File: config.mk
export PLATFORM = sky130hd
export DESIGN_NAME = sync_fifo_pro
export DESIGN_NICKNAME = d
export VERILOG_FILES = /design/src/rtl/sync_fifo_pro.sv
export SDC_FILE = /design/constraint.sdc
export NUM_CORES = 1
export LEC_CHECK = 0
export CAP_MARGIN = 20
export CORE_MARGIN = 3
export CORE_UTILIZATION = 40
export CTS_BUF_LIST = sky130_fd_sc_hd__clkbuf_4 sky130_fd_sc_hd__clkbuf_8
export DETAILED_ROUTE_END_ITERATION = 10
export GPL_ROUTABILITY_DRIVEN = 0
export GPL_TIMING_DRIVEN = 1
export PLACE_DENSITY = 0.61
export SETUP_SLACK_MARGIN = 0.02
export SYNTH_ARGS = -nofsm -noshare
export SYNTH_HDL_FRONTEND = slang
export SYNTH_SLANG_ARGS = --single-unit
File: constraint.sdc
create_clock -name clk -period 3.3 [get_ports clk]
set_input_delay 0.66 -clock clk [delete_from_list [all_inputs] [get_ports clk]]
set_output_delay 0.66 -clock clk [all_outputs]
set_load 0.01 [all_outputs]
File: src/rtl/sync_fifo_pro.sv
// sync_fifo_pro: single-clock parametrised FIFO with a fill-level count,
// almost-full/almost-empty thresholds and registered overflow/underflow pulses.
// Define SYNC_FIFO_FWFT_EN for first-word-fall-through reads: the head word is
// pre-loaded into the rdata register. Without it, each accepted read returns
// data one cycle after the accepting edge.
module sync_fifo_pro #(
    parameter int DATA_WIDTH = 8,
    parameter int DEPTH      = 16,
    parameter int AF_THRESH  = 14,
    parameter int AE_THRESH  = 2
) (
    input  logic                        clk,
    input  logic                        rst_n,
    input  logic                        wr_en,
    input  logic [DATA_WIDTH-1:0]       wdata,
    input  logic                        rd_en,
    output logic [DATA_WIDTH-1:0]       rdata,
    output logic                        valid,
    output logic                        full,
    output logic                        empty,
    output logic                        almost_full,
    output logic                        almost_empty,
    output logic [$clog2(DEPTH):0]      count,
    output logic                        overflow,
    output logic                        underflow
);

    localparam int ADDR_W = $clog2(DEPTH);
    localparam logic [ADDR_W:0] DEPTH_LVL = DEPTH[ADDR_W:0];
    localparam logic [ADDR_W:0] AF_LVL    = AF_THRESH[ADDR_W:0];
    localparam logic [ADDR_W:0] AE_LVL    = AE_THRESH[ADDR_W:0];
    localparam logic [ADDR_W:0] ONE       = {{ADDR_W{1'b0}}, 1'b1};
    localparam logic [ADDR_W:0] ZERO      = '0;

    // Storage; no reset so it can map onto block RAM.
    logic [DATA_WIDTH-1:0] mem [DEPTH];

    // Pointers carry an extra wrap bit above the index.
    logic [ADDR_W:0]       wr_ptr_q, wr_ptr_d;
    logic [ADDR_W:0]       rd_ptr_q, rd_ptr_d;
    logic [ADDR_W:0]       count_q, count_d;
    logic [DATA_WIDTH-1:0] rdata_q;
    logic                  valid_q, valid_d;
    logic                  full_q, full_d;
    logic                  empty_q, empty_d;
    logic                  af_q, af_d;
    logic                  ae_q, ae_d;
    logic                  ovf_q, ovf_d;
    logic                  udf_q, udf_d;

    // wr_acc: word stored this edge. rd_fetch: memory head moves into rdata_q.
    logic                  wr_acc;
    logic                  rd_fetch;
    logic                  pop;

    // Next-state: acceptance, pointer/count arithmetic and flag derivation.
    always_comb begin
        wr_acc   = wr_en && !full_q;
        rd_fetch = 1'b0;
        pop      = 1'b0;
        wr_ptr_d = wr_ptr_q + (wr_acc ? ONE : ZERO);
        rd_ptr_d = rd_ptr_q;
        count_d  = count_q;
        valid_d  = 1'b0;
        full_d   = full_q;
        empty_d  = empty_q;
        ovf_d    = wr_en && full_q;
        udf_d    = 1'b0;
`ifdef SYNC_FIFO_FWFT_EN
        // The output register counts as storage; it refills from memory
        // whenever it is empty or being popped, so the next word follows
        // the popped one without a bubble.
        pop      = rd_en && valid_q;
        rd_fetch = (!valid_q || pop) && (wr_ptr_q != rd_ptr_q);
        rd_ptr_d = rd_ptr_q + (rd_fetch ? ONE : ZERO);
        valid_d  = rd_fetch ? 1'b1 : (pop ? 1'b0 : valid_q);
        count_d  = count_q + (wr_acc ? ONE : ZERO) - (pop ? ONE : ZERO);
        full_d   = (count_d == DEPTH_LVL);
        empty_d  = !valid_d;
        udf_d    = rd_en && !valid_q;
`else
        // A read while empty is rejected regardless of a same-cycle write,
        // and a write while full is rejected regardless of a same-cycle read.
        pop      = rd_en && !empty_q;
        rd_fetch = pop;
        rd_ptr_d = rd_ptr_q + (rd_fetch ? ONE : ZERO);
        valid_d  = rd_fetch;
        count_d  = count_q + (wr_acc ? ONE : ZERO) - (pop ? ONE : ZERO);
        full_d   = (wr_ptr_d[ADDR_W] != rd_ptr_d[ADDR_W]) &&
                   (wr_ptr_d[ADDR_W-1:0] == rd_ptr_d[ADDR_W-1:0]);
        empty_d  = (wr_ptr_d == rd_ptr_d);
        udf_d    = rd_en && empty_q;
`endif
        af_d     = (count_d >= AF_LVL);
        ae_d     = (count_d <= AE_LVL);
    end

    // Memory write port.
    always_ff @(posedge clk) begin
        if (wr_acc) begin
            mem[wr_ptr_q[ADDR_W-1:0]] <= wdata;
        end
    end

    // Registered memory read into the output data register; holds otherwise.
    always_ff @(posedge clk or negedge rst_n) begin
        if (!rst_n) begin
            rdata_q <= '0;
        end else if (rd_fetch) begin
            rdata_q <= mem[rd_ptr_q[ADDR_W-1:0]];
        end
    end

    // Pointer, occupancy, flag and pulse registers.
    always_ff @(posedge clk or negedge rst_n) begin
        if (!rst_n) begin
            wr_ptr_q <= '0;
            rd_ptr_q <= '0;
            count_q  <= '0;
            valid_q  <= 1'b0;
            full_q   <= 1'b0;
            empty_q  <= 1'b1;
            af_q     <= 1'b0;
            ae_q     <= 1'b1;
            ovf_q    <= 1'b0;
            udf_q    <= 1'b0;
        end else begin
            wr_ptr_q <= wr_ptr_d;
            rd_ptr_q <= rd_ptr_d;
            count_q  <= count_d;
            valid_q  <= valid_d;
            full_q   <= full_d;
            empty_q  <= empty_d;
            af_q     <= af_d;
            ae_q     <= ae_d;
            ovf_q    <= ovf_d;
            udf_q    <= udf_d;
        end
    end

    assign rdata        = rdata_q;
    assign valid        = valid_q;
    assign full         = full_q;
    assign empty        = empty_q;
    assign almost_full  = af_q;
    assign almost_empty = ae_q;
    assign count        = count_q;
    assign overflow     = ovf_q;
    assign underflow    = udf_q;

endmodule

==> impl_metrics.tcl, run 1 <==
set metrics [dict create \
    cts_tree "built" \
    hp-class "reg -> reg" \
    syn_inst 402 \
    holdPathEnd "rdata[7]" \
    period_needed_ns 2.68 \
    status "finished, final reports clean" \
    synth_area_leader_cell "edfxtp_1" \
    yosysSeqAreaShare_pct 72.3 \
    finalSetupViolations 0 \
    track_usage_pct 15.6 \
    synth_edf_count 128 \
    start_util_pct 41.4 \
    wl_per_cell_microns 18.9 \
    endpoint_kind "flop" \
    die_w_microns 132 \
    num_vias 3383 \
    synthFlopType "edfxtp_1" \
    syn-cell-area_sq_um 6360 \
    antenna_left 0 \
    tns_ns 0 \
    ys_async_sr_fraction_pct 19.0 \
    dp_hpwl_mm 8.31 \
    multi_input_area_sq_um 1620 \
    hold_viol_final 0 \
    period_share_pct 81.1 \
    worstSkewPairLatency_ns 0.46 \
    syn_to_final_growth_pct 16.2 \
    synth_cell_types 34 \
    groute.layer.met2.usage_pct 24.0 \
    avgViaCountPerCell 4.98 \
    post_cts_buffers 0 \
    die_h_microns 132 \
    num_rows 45 \
    synth_top_cell_area_share_pct 60.5 \
    critical_path_class "in -> reg" \
    drc_errors 0 \
    hold_buffers 0 \
    clockBufferDepth 2 \
    slew_viol_final 0 \
    yosys_warnings 0 \
    r2r-start "empty" \
    fillers 1330 \
    yosysMostFrequentCell "edfxtp_1" \
    synthesis.nets 422 \
    tightestPinTransition_ns 0.799 \
    register_area_sq_um 4600 \
    cp_max_fo 4 \
    start_kind "input port" \
    r2r_slack_ns 0.71 \
    first_iter_violations 216 \
    p_leak_nw 2.76 \
    fmax_ghz 0.374 \
    cp.required_ns 3.63 \
    dieArea_sq_um 17400 \
    reg2reg_depth 10 \
    coreArea_sq_um 15400 \
    crit_arrival_ns 3.01 \
    met3_usage_pct 4.54 \
    grt_pass1_wl_mm 20.1 \
    synth_area_leaders "edfxtp_1 60%, dfrtp_1 11%, mux2i_1 10%" \
    cts_buffers 17 \
    grt.busiest_layer "met2" \
    io_buffers 31 \
    num_io_pins 32 \
    first_global_vias 3543 \
    firstDrtPassIters 4 \
    clkSinkCount 158 \
    synth_seq_cells 158 \
    overflow 0 \
    irDropWorstVdd_mv 0.304 \
    clk_pin_slew_ns 0.08 \
    synth_common_cells "128 x edfxtp_1, 64 x mux2i_1, 29 x nand2_1" \
    grt_max_degree 44 \
    rr_endpoint "almost_empty" \
    cts_resized 0 \
    grt_util_met1_pct 20.1 \
    drive_gt1_share_pct 13.0 \
    htreeDepth 4 \
    final_nets 475 \
    rsz0062_at_grt "no" \
    slew_headroom_pct 46.5 \
    worst_hold_startpoint "rdata[7]" \
    clock-root-buffer "clkbuf_8" \
    totalWireLength_mm 12.8 \
    hold-path-cell-count 2 \
    antenna_cells 0 \
    drv_cap 0 \
    syn_avg_cell_area_sq_um 15.8 \
    post-route-util_pct 48.1 \
    antenna_found_initial 0 \
    finalClockSkew_ns 0.0103 \
    power_density_nw_per_um2 871 \
]
==> layer usage <==
layer / part of all wire, % / up-vias
met1: 44 / 1689
met3: 4.5 / 23
met2: 49 / 66
met4: 2.6 / 0
met5: 0 / -
li1: - / 1605
==> per-stage QoR <==
stage | total power (W) | hold WS (ns) | area [sq um] | cells | worst slack [ns]
final | 0.00643 | 0.478 | 7390 | 679 | 0.624
after global routing | 0.00684 | 0.514 | 7390 | 679 | 0.374
after CTS | 0.00653 | 0.487 | 7390 | 679 | 0.632
after detailed placement | 0.00511 | 0.469 | 6990 | 647 | 0.148
after global placement | 0.00507 | 0.463 | 6990 | 647 | 0.261
after floorplan | 0.00433 | 0.364 | 6360 | 402 | 0.844
==> final cells by class <==
cell class | instances | share of cell area (%)
inverters | 7 | 0.356
clock buffers | 25 | 4.15
clock inverters | 7 | 1.17
multi-input cells | 219 | 22.0
flip-flops and latches | 158 | 62.3
repair buffers | 52 | 6.51
well taps | 211 | 3.57
==> registers in the layout, summed over array words and instances, names as in the netlist <==
signal,flops
almost_empty,1
almost_full,1
count,5
empty,1
full,1
mem,128
overflow,1
rd_ptr_q,5
rdata,8
underflow,1
valid,1
wr_ptr_q,5
==> cell families (layout without fill, tap and decap cells) <==
logic type | Yosys count | count (layout) | share of synthesized area [%]
fa+ha+maj | 8 | 8 | 1.69
flops | 158 | 158 | 72.3
buf+inv | 25 | 91 | 2.17
compound gates | 38 | 38 | 3.82
simple gates | 93 | 93 | 7.28
xor+xnor | 16 | 16 | 2.64
mux | 64 | 64 | 10.1
==> worst max-delay path by stage <==
stage	cells after the start	end	start
after floorplan	10	almost_empty	rd_en
after global placement	11	almost_empty	rd_en
after detailed placement	11	almost_empty	rd_en
after CTS	11	almost_empty	rd_en
after global routing	11	almost_empty	rd_en
final	11	almost_empty	rd_en
==> critical path: stages <==
cell and delay (ns):
clkdlybuf4s50_1 0.45, nand2b_1 0.13, inv_1 0.12, nand2_1 0.16
nand2_1 0.08, ha_1 0.21, fa_1 0.42, a21o_1 0.18
a21oi_1 0.17, xnor2_1 0.12, a2111oi_0 0.31
==> power breakdown <==
part	internal, W	leakage, nW	switching (W)
Combinational	0.00103	1.04	0.00119
Sequential	0.00253	1.51	0.000270
Clock	0.000756	0.206	0.000655
Total	0.00432	2.76	0.00212
==> cells in the final DEF, fill, tap and decap left out, drive strengths merged <==
| master | instances |
|---|---|
| edfxtp | 128 |
| mux2i | 64 |
| clkdlybuf4s50 | 31 |
| nand2 | 29 |
| nand3 | 29 |
| dfrtp | 28 |
| clkbuf | 25 |
| buf | 21 |
| a21oi | 18 |
| a22oi | 16 |
| nor2 | 14 |
| inv | 7 |
| xor2 | 7 |
| xnor2 | 7 |
| ha | 7 |
| nor3 | 5 |
| nand2b | 4 |
| and2 | 4 |
| clkinv | 4 |
| a21o | 2 |
| nand3b | 2 |
| or3 | 2 |
| xnor3 | 2 |
| nor2b | 2 |
| dfstp | 2 |
| bufinv | 2 |
| nor3b | 1 |
| a31o | 1 |
| a2111oi | 1 |
| or3b | 1 |
| fa | 1 |
| clkinvlp | 1 |
(Power assumes the default switching activity.)
==> run 2: changes to the inputs <==
- PLACE_DENSITY: 0.61 -> 0.63
- clock period: 3.3 -> 2.45 ns (I/O delays scaled with it)
==> run 2 against run 1 <==
Against the previous run: largest power group unchanged; flip-flop and latch count unchanged; setup slack got worse by 0.41 ns; core utilization increased by 1.1 points; count of clock-buffer cells in the layout unchanged; critical path depth decreased by 1; routed wire length increased by 1.1%; critical path type is now reg -> reg; sequential power increased by 31%; clock power increased by 41%; power increased by 42%.
==> impl_metrics.tcl, run 2 (synthesis results as in run 1) <==
set metrics [dict create \
    status "finished, final reports clean" \
    antenna_left 0 \
    p_leak_nw 2.85 \
    slew_headroom_pct 56.7 \
    dieArea_sq_um 17400 \
    clockBufferDepth 2 \
    cp.required_ns 2.79 \
    finalSetupViolations 0 \
    critical_path_class "reg -> reg" \
    firstDrtPassIters 4 \
    clock-root-buffer "clkbuf_8" \
    die_h_microns 132 \
    antenna_found_initial 0 \
    overflow 0 \
    start_kind "flop" \
    drv_cap 0 \
    tightestPinTransition_ns 0.647 \
    worstSkewPairLatency_ns 0.44 \
    power_w 0.00916 \
    endpoint_kind "flop" \
    avgViaCountPerCell 5.10 \
    num_rows 45 \
    dp_hpwl_mm 8.34 \
    wl_per_cell_microns 18.7 \
    period_needed_ns 2.24 \
    hold_viol_final 0 \
    first_iter_violations 283 \
    antenna_cells 0 \
    drc_errors 0 \
    clk_pin_slew_ns 0.08 \
    crit_arrival_ns 2.58 \
    syn_to_final_growth_pct 18.9 \
    final_nets 489 \
    num_vias 3537 \
    power_density_nw_per_um2 1210 \
    drive_gt1_share_pct 16.8 \
    cts_buffers 17 \
    die_w_microns 132 \
    layout.cells.most_common "edfxtp_1" \
    slew_viol_final 0 \
    cts_tree "built" \
    start_util_pct 41.4 \
    hp-class "in -> async" \
    clkSinkCount 158 \
    irDropWorstVdd_mv 0.691 \
    holdWs_ns 0.432 \
    rsz0062_at_grt "no" \
    largest_reg_flops 128 \
    pre_cts_slack_ns -0.345 \
    coreArea_sq_um 15400 \
    fin_ws_ns 0.214 \
    first_global_vias 3699 \
    htreeDepth 4 \
    fmax_ghz 0.447 \
    period_share_pct 91.3 \
    finalClockSkew_ns 0.00838 \
    grt_max_degree 66 \
    hold_buffers 0 \
    io_buffers 31 \
    grt_pass1_wl_mm 20.6 \
    num_io_pins 32 \
    final_cell_mix "128 x edfxtp_1, 64 x mux2i_1, 34 x buf_4" \
    totalWireLength_mm 12.9 \
    track_usage_pct 15.6 \
    cp_max_fo 3 \
]
==> run 2: cell count changes in the layout (fill, tap and decap cells not counted), sizes merged <==
cell | previous run | this run
bufinv | 2 | 3
buf | 21 | 35
clkinv | 4 | 3
==> run 2: final timing paths <==
path,cells past startpoint,start,end,slack [ns]
min reg2reg,2,rdata[5],rdata[5],0.49
min in group clk,2,rdata[5],rdata[5],0.49
min,2,rst_n,rdata[0],0.43
max,10,empty,almost_empty,0.21
max in group asynchronous,2,rst_n,almost_empty,1.69
max reg2reg,10,empty,almost_empty,0.21
==> run 2: power breakdown <==
| part | internal (W) | leakage [nW] | total (W) | switching, W |
|---|---|---|---|---|
| Clock | 0.00112 | 0.218 | 0.00199 | 0.000869 |
| Sequential | 0.00341 | 1.51 | 0.00367 | 0.000267 |
| Combinational | 0.00162 | 1.12 | 0.00349 | 0.00187 |
| Total | 0.00615 | 2.85 | 0.00916 | 0.00300 |
==> run 2: cell type report <==
class / instances / area (sq um)
Multi-Input combinational cell: 219 / 1660
Sequential cell: 158 / 4600
Timing Repair Buffer: 66 / 586
Tap cell: 211 / 264
Inverter: 7 / 26.3
Clock buffer: 25 / 307
Clock inverter: 7 / 113
Fill cell: 1279 / 7810
==> run 2: repair_timing <==
item / in CTS / in global routing
setup endpoints to repair: 1 / 2
pin swaps: 0 / 2
buffers inserted: 0 / 1
endpoints found under the hold margin: 0 / 0
gates resized for setup: 2 / 5
==> run 2: routing by layer <==
metal / share of wire (%) / vias up / global-route usage [%]
met4: 2.8 / 0 / 7.93
li1: - / 1636 / -
met2: 49 / 87 / 24.7
met1: 44 / 1788 / 20.2
met3: 4.0 / 26 / 3.66
met5: 0 / - / 0
==> run 2: worst max-delay path, cell delays in order (launching register included) <==
cell and delay, ns:
dfstp_2 0.54, nand2b_4 0.13, inv_1 0.05, nand2_1 0.07, nand2_1 0.05, ha_1 0.21
fa_2 0.35, a21o_1 0.17, a21oi_2 0.17, xnor2_2 0.11, a2111oi_4 0.29
==> run 2: through the flow <==
| stage | util [%] | area (sq um) | setup TNS (ns) | cells |
|---|---|---|---|---|
| after global placement | 46.1 | 7090 | -0.512 | 660 |
| after floorplan | - | 6360 | 0 | 402 |
| after CTS | 48.9 | 7520 | 0 | 692 |
| final | 49.2 | 7560 | 0 | 693 |
| after global routing | 49.2 | 7560 | 0 | 693 |
| after detailed placement | 46.1 | 7090 | -0.789 | 660 |
